### src/rtl/dmem_arbiter_pkg.sv
// Shared constants for the data-memory arbiter: FSM encoding, owner tags, starvation default.
package dmem_arbiter_pkg;

  typedef enum logic {
    ARB_CPU_PRI = 1'b0,
    ARB_DMA_PRI = 1'b1
  } arb_state_e;

  localparam logic OWN_CPU = 1'b0;
  localparam logic OWN_DMA = 1'b1;

  localparam int unsigned STARVE_MAX_DEF = 4;
  localparam int unsigned STARVE_CNT_W   = 4;
  localparam int unsigned STAT_W         = 16;

endpackage

### src/rtl/dmem_arbiter_rd_return.sv
// Read-return path: remembers who owns the read in flight and delivers the
// memory data to that port one cycle after the grant.
module arb_rd_return
  import dmem_arbiter_pkg::*;
#(
  parameter int unsigned DATA_W = 16
) (
  input  logic              clk,
  input  logic              pc_reset,
  input  logic              rd_fire,
  input  logic              rd_owner,
  input  logic [DATA_W-1:0] mem_rdata,
  output logic [DATA_W-1:0] cpu_rdata,
  output logic              cpu_rvalid,
  output logic [DATA_W-1:0] dma_rdata,
  output logic              dma_rvalid
);

  logic              pend_q;
  logic              owner_q;
  logic [DATA_W-1:0] cpu_hold_q;
  logic [DATA_W-1:0] dma_hold_q;

  // Pending flag and owner tag registered on a granted read; holds capture the returned word.
  always_ff @(posedge clk) begin
    if (pc_reset) begin
      pend_q     <= 1'b0;
      owner_q    <= OWN_CPU;
      cpu_hold_q <= '0;
      dma_hold_q <= '0;
    end else begin
      pend_q <= rd_fire;
      if (rd_fire) owner_q <= rd_owner;
      if (cpu_rvalid) cpu_hold_q <= mem_rdata;
      if (dma_rvalid) dma_hold_q <= mem_rdata;
    end
  end

  // Memory data arrives the cycle after the grant, so it is forwarded straight through
  // while rvalid is high and the hold register keeps it afterwards; reset drops the return.
  assign cpu_rvalid = ~pc_reset & pend_q & (owner_q == OWN_CPU);
  assign dma_rvalid = ~pc_reset & pend_q & (owner_q == OWN_DMA);
  assign cpu_rdata  = pc_reset ? '0 : (cpu_rvalid ? mem_rdata : cpu_hold_q);
  assign dma_rdata  = pc_reset ? '0 : (dma_rvalid ? mem_rdata : dma_hold_q);

endmodule

### src/rtl/dmem_arbiter.sv
// Arbitrates the single-port data memory between the CPU MEM stage and the DMA loader.
// Optional build macro DMEM_ARB_STATS_EN adds saturating stall/wait counters.
module dmem_arbiter
  import dmem_arbiter_pkg::*;
#(
  parameter int unsigned ADDR_W     = 16,
  parameter int unsigned DATA_W     = 16,
  parameter int unsigned STARVE_MAX = STARVE_MAX_DEF
) (
  input  logic              clk,
  input  logic              pc_reset,
  input  logic              cpu_req,
  input  logic              cpu_we,
  input  logic [ADDR_W-1:0] cpu_addr,
  input  logic [DATA_W-1:0] cpu_wdata,
  output logic              cpu_stall,
  output logic [DATA_W-1:0] cpu_rdata,
  output logic              cpu_rvalid,
  input  logic              dma_req,
  input  logic              dma_we,
  input  logic [ADDR_W-1:0] dma_addr,
  input  logic [DATA_W-1:0] dma_wdata,
  output logic              dma_gnt,
  output logic [DATA_W-1:0] dma_rdata,
  output logic              dma_rvalid,
  output logic [ADDR_W-1:0] mem_addr,
  output logic [DATA_W-1:0] mem_wdata,
  output logic              mem_read,
  output logic              mem_write,
`ifdef DMEM_ARB_STATS_EN
  output logic [STAT_W-1:0] stat_cpu_stall,
  output logic [STAT_W-1:0] stat_dma_wait,
`endif
  input  logic [DATA_W-1:0] mem_rdata
);

  localparam logic [STARVE_CNT_W-1:0] STARVE_LAST = STARVE_CNT_W'(STARVE_MAX - 1);

  arb_state_e              state;
  logic [STARVE_CNT_W-1:0] starve_cnt;
  logic                    cpu_grant;
  logic                    dma_grant;
  logic                    dma_denied;

  // Grant decision: a lone requester wins, a conflict goes to the priority holder.
  always_comb begin
    cpu_grant = 1'b0;
    dma_grant = 1'b0;
    if (!pc_reset) begin
      dma_grant = dma_req & (~cpu_req | (state == ARB_DMA_PRI));
      cpu_grant = cpu_req & ~dma_grant;
    end
  end

  assign dma_denied = dma_req & ~dma_grant;
  assign cpu_stall  = ~pc_reset & cpu_req & ~cpu_grant;
  assign dma_gnt    = dma_grant;
  assign mem_addr   = dma_grant ? dma_addr  : cpu_addr;
  assign mem_wdata  = dma_grant ? dma_wdata : cpu_wdata;
  assign mem_read   = (cpu_grant & ~cpu_we) | (dma_grant & ~dma_we);
  assign mem_write  = (cpu_grant &  cpu_we) | (dma_grant &  dma_we);

  // Priority FSM and DMA starvation counter.
  always_ff @(posedge clk) begin
    if (pc_reset) begin
      state      <= ARB_CPU_PRI;
      starve_cnt <= '0;
    end else begin
      starve_cnt <= dma_denied ? starve_cnt + STARVE_CNT_W'(1) : '0;
      case (state)
        ARB_CPU_PRI: if (dma_denied && (starve_cnt == STARVE_LAST)) state <= ARB_DMA_PRI;
        ARB_DMA_PRI: if (dma_grant || !dma_req) state <= ARB_CPU_PRI;
      endcase
    end
  end

  arb_rd_return #(.DATA_W(DATA_W)) u_rd_return (
    .clk        (clk),
    .pc_reset   (pc_reset),
    .rd_fire    (mem_read),
    .rd_owner   (dma_grant ? OWN_DMA : OWN_CPU),
    .mem_rdata  (mem_rdata),
    .cpu_rdata  (cpu_rdata),
    .cpu_rvalid (cpu_rvalid),
    .dma_rdata  (dma_rdata),
    .dma_rvalid (dma_rvalid)
  );

`ifdef DMEM_ARB_STATS_EN
  // Saturating counts of CPU stall cycles and DMA wait cycles.
  always_ff @(posedge clk) begin
    if (pc_reset) begin
      stat_cpu_stall <= '0;
      stat_dma_wait  <= '0;
    end else begin
      if (cpu_stall  && (stat_cpu_stall != '1)) stat_cpu_stall <= stat_cpu_stall + STAT_W'(1);
      if (dma_denied && (stat_dma_wait  != '1)) stat_dma_wait  <= stat_dma_wait  + STAT_W'(1);
    end
  end
`endif

endmodule
### config.mk
export PLATFORM = sky130hd
export DESIGN_NAME = dmem_arbiter
export DESIGN_NICKNAME = d
export VERILOG_FILES = /design/src/rtl/dmem_arbiter_pkg.sv /design/src/rtl/dmem_arbiter_rd_return.sv /design/src/rtl/dmem_arbiter.sv
export SDC_FILE = /design/constraint.sdc
export NUM_CORES = 1
export LEC_CHECK = 0
export BUFFER_PORTS_ARGS = -buffer_cell sky130_fd_sc_hd__buf_2
export CAP_MARGIN = 20
export CORE_ASPECT_RATIO = 1.4
export CORE_MARGIN = 3
export CORE_UTILIZATION = 44
export DETAILED_ROUTE_END_ITERATION = 12
export PLACE_DENSITY = 0.94
export SYNTH_ARGS = -nofsm -noshare
export SYNTH_HDL_FRONTEND = slang
export SYNTH_HIERARCHICAL = 1
export SYNTH_SLANG_ARGS = --single-unit
### constraint.sdc
create_clock -name clk -period 2.6 [get_ports clk]
set_input_delay 0.26 -clock clk [delete_from_list [all_inputs] [get_ports clk]]
set_output_delay 0.26 -clock clk [all_outputs]
set_load 0.005 [all_outputs]
# Yosys cells after proc, flatten, opt, wreduce, memory -nomap -nowiden
# Index checks and enable logic that the tools add are counted.
[totals]
regBits = 39
input_bits = 86
output_inout_bits = 70
word_cells = 49
[classes]
addsub = 1
eq_ne = 1
n_mux = 12
bitwise_logic = 25
n_reduce_logical = 4
[ops]
columns = ["cell", "count"]
rows = [
  ["2-to-1 mux 16 bit", 6],
  ["AND 1 bit", 12],
  ["inverter 1 bit", 10],
  ["2-to-1 mux 1 bit", 5],
  ["adder 4 x 1 -> 4 bit, second input constant", 1],
  ["equality test 4 x 2 -> 1 bit, second input constant", 1],
  ["OR 1 bit", 3],
  ["case mux 1 bit (2 select lines)", 1],
  ["OR reduction 2 bit", 1],
  ["logical AND 1 bit", 1],
  ["logical NOT 1 bit", 1],
  ["logical OR 1 bit", 1],
]

# Depth between registers and ports, before layout
[logic_depth]
depth_word = 9
depth_mapped = 6
depth_no_buf = 5

# By module
# Netlist, hierarchy kept.
[by_module_without_submodules]
columns = ["module", "n_inst", "cells_each", "area_per_inst_um2", "seq_area_each_um2"]
rows = [
  ["arb_rd_return", 1, 130, 1421.4, 680.7],
  ["dmem_arbiter", 1, 63, 795.8, 100.1],
]

# Least setup slack after synthesis
# No wires, ideal clock.
[synth_timing]
path_type = "in2out"
from = "input port pc_reset"
to = "output port mem_addr[10]"
arrival_time_ps = 1057
required_time_ps = 2340
setup_slack_ps = 1283
stages = 4
path_buffers = 1
cell_sequence = "and2b_4 nand2_8 buf_12 mux2_4"
[synth_between]
elab_chain_cells = 2
[synth_rtl]
columns = ["item", "line_no", "source"]
rows = [
  ["start: declaration", "dmem_arbiter.sv:11", "input logic pc_reset,"],
  ["2-to-1 mux 1 bit", "dmem_arbiter.sv:49", "if (!pc_reset) begin"],
  ["2-to-1 mux 16 bit", "dmem_arbiter.sv:58", "assign mem_addr = dma_grant ? dma_addr : cpu_addr;"],
  ["end: declaration", "dmem_arbiter.sv:26", "output logic [ADDR_W-1:0] mem_addr,"],
]
# Every way passes these cells.

# Worst setup path after layout
[layout_timing]
from = "register u_rd_return.owner_q"
to = "output port dma_rdata[15]"
[layout_between]
elab_chain_cells = 3
[layout_rtl]
columns = ["item", "line_no", "source"]
rows = [
  ["start: declaration", "dmem_arbiter_rd_return.sv:20", "logic owner_q;"],
  ["start signal: assignment", "dmem_arbiter_rd_return.sv:33", "if (rd_fire) owner_q <= rd_owner;"],
  ["AND 1 bit", "dmem_arbiter_rd_return.sv:42", "assign dma_rvalid = ~pc_reset & pend_q & (owner_q == OWN_DMA);"],
  ["2-to-1 mux 16 bit (2 in series)", "dmem_arbiter_rd_return.sv:44", "assign dma_rdata = pc_reset ? '0 : (dma_rvalid ? mem_rdata : dma_hold_q);"],
  ["end: declaration", "dmem_arbiter.sv:24", "output logic [DATA_W-1:0] dma_rdata,"],
]
# Every way passes these cells.

==> results_dict.tcl <==
set metrics [dict create \
    die_h_um 90.0 \
    viasPerCell 4.73 \
    skew_ps 7.94 \
    p_leak_nw 1.67 \
    coreArea_sq_mm 0.00468 \
    path_clk_slew_ps 70 \
    critPathLaunchType "flop" \
    reg2reg_slack_ps 1170 \
    grt_max_degree 55 \
    r2r-start "u_rd_return/owner_q" \
    drv_cap 0 \
    setup_slack_ps 561 \
    drive_above_1_share_pct 57.9 \
    ys_ff_latch 39 \
    path_max_fanout 9 \
    relSlewSlack_pct 67.4 \
    rsz0062_at_grt "false" \
    power_mw 1.26 \
    drt-total-wl_um 6700 \
    synthArstFlopShare_pct 0 \
    hold_start "mem_rdata[5]" \
    cts_root_buffer "clkbuf_8" \
    antenna_found_initial 0 \
    synth_nets 280 \
    syn_to_final_growth_pct 37.2 \
    diodes 0 \
    clock_tree.buffer_depth 2 \
    ys_seq_area_share_pct 35.2 \
    finalCriticalPeriod_ps 2040 \
    avgSynthCellArea_sq_um 11.5 \
    worst_hold_path_type "input port to flop" \
    hold_viol 0 \
    seqCellArea_sq_um 781 \
    die-area_sq_mm 0.00594 \
    cp-end-kind "primary output" \
    synth_cell_types 27 \
    status "complete, no violations" \
    start_util_pct 47.4 \
    overflow 0 \
    synth_top_area_share_pct 35.2 \
    rr_worst_depth 3 \
    fillerInstances 376 \
    ys_top_cells_by_count "nand2b_1 (49), dfxtp_1 (39), mux2i_1 (33), mux2_4 (29), clkbuf_1 (5)" \
    h-tree-depth 2 \
    crit_required_ps 2340 \
    drc 0 \
    criticalPathCategory "flop to primary output" \
    clkLatencyLatePin_ps 290 \
    cts_tree "done" \
    yosysTopAreaCell "dfxtp_1" \
    synth-warning-count 6 \
    synth_top_cells_by_area "dfxtp_1 (35%), mux2_4 (20%), mux2i_1 (15%)" \
    routedWlPerCell_um 16.4 \
    pre_cts_slack_ps 822 \
    drtIter0Drc 21 \
    cts_hold_buf 0 \
    die_w_um 66.0 \
    ant_nets 0 \
    ir_worst_vdd_v 0.000409 \
    yosysMostFrequentCell "nand2b_1" \
    firstDrtPassIters 4 \
    synthCells 193 \
    min_delay_path_depth 3 \
    cts_resized 0 \
    num_io_pins 156 \
    syn_area_sq_mm 0.00222 \
    finalSetupViolCount 0 \
    max_slew.worst_pin.slew_ps 490 \
    gp_congestion 0.728 \
    grt_usage_pct 21.9 \
    finalSetupTns_ps 0 \
    first_global_vias 2006 \
    numPortBuffers 155 \
    place_area_sq_mm 0.00296 \
    post-cts-setup-buffers 0 \
    vias 1936 \
    fin_crit_sh_pct 78.4 \
    ys.flop_type "dfxtp_1" \
    grt_pass1_wl_um 9790 \
    fin_util_pct 65.0 \
    multiInputGateArea_sq_mm 0.00130 \
    dp.final_hpwl_um 5500 \
    synth_edf_count 0 \
    arrival_ps 1780 \
    r2r-end "u_rd_return/dma_hold_q[15]" \
    nets 433 \
    cts_sinks 39 \
    power_density_mw_per_mm2 413 \
    rows 29 \
    final_max_slew_viol_count 0 \
    max_freq_ghz 0.490 \
    final_area_sq_mm 0.00304 \
    cts_made_buffers 5 \
    worstHoldEndpoint "u_rd_return/dma_hold_q[5]" \
]
==> layer usage <==
metal,vias up,share of wire (%),wire (um),GRT usage (%)
met5,-,0,0,0
met4,0,1.8,120,8.31
met3,9,21,1400,18.0
met2,119,48,3220,37.6
met1,849,29,1950,17.8
li1,959,-,-,-
==> cells in the final DEF, fill, tap and decap left out, types with 2 or more instances in the layout <==
cell | netlist | routed
nand3b_1 | 2 | 2
nor2_1 | 4 | 4
nand2b_1 | 49 | 49
dfxtp_1 | 39 | 39
mux2i_1 | 33 | 33
nand2_1 | 2 | 2
and3_2 | 2 | 2
mux2_4 | 29 | 29
clkbuf_1 | 5 | 2
a21oi_1 | 2 | 2
buf_2 | 0 | 155
mux2_2 | 3 | 3
nand3_1 | 3 | 3
clkbuf_8 | 0 | 5
buf_4 | 0 | 3
nor2b_1 | 2 | 2
==> cell type report <==
class                           count  area share [%]
Timing Repair Buffer              158            26.2
Clock buffer                        7            2.51
Sequential cell                    39            25.7
Multi-Input combinational cell    141            42.8
Inverter                            1           0.123
Clock inverter                      1           0.164
Tap cell                           62            2.55
==> critical path, cell delays in order (launching register included) <==
cell and delay (ps):
dfxtp_1 370, and2_1 450, buf_4 290, mux2i_1 240, buf_2 140
==> sequential cells by signal (all words and copies together) (netlist names) <==
register	cells
u_rd_return/owner_q	1
starve_cnt	4
u_rd_return/cpu_hold_q	16
u_rd_return/dma_hold_q	16
u_rd_return/pend_q	1
state	1
==> where the power goes <==
group	internal, mW	leakage [nW]	switching, mW
clock	0.188	0.0422	0.192
combinational	0.154	1.31	0.111
sequential	0.607	0.315	0.00342
==> stage by stage <==
stage | hold slack [ps] | cells
final | 269 | 409
after global routing | 279 | 409
after CTS | 258 | 409
after detailed placement | 448 | 401
after global placement | 431 | 401
after floorplan | 418 | 193
==> cell families after synthesis <==
kind of cell    Yosys count  share of synthesized area (%)
compound gates            2                          0.451
xor+xnor                  2                          0.790
fa+ha+maj                 1                          0.564
buf+inv                  13                           6.09
flops                    39                           35.2
mux                      65                           36.1
simple gates             71                           20.8
==> worst max path at each step <==
stage | startpoint | end | slack, ps | cells after the start
6_report | u_rd_return/owner_q | dma_rdata[15] | 560 | 4
5_1_grt | u_rd_return/owner_q | dma_rdata[15] | 410 | 4
4_1_cts | u_rd_return/owner_q | dma_rdata[15] | 510 | 4
3_5_place_dp | u_rd_return/owner_q | dma_rdata[15] | 820 | 4
3_3_place_gp | u_rd_return/owner_q | dma_rdata[15] | 910 | 4
2_1_floorplan | pc_reset | mem_addr[10] | 1280 | 4
Power figures use the tool's default switching activity.
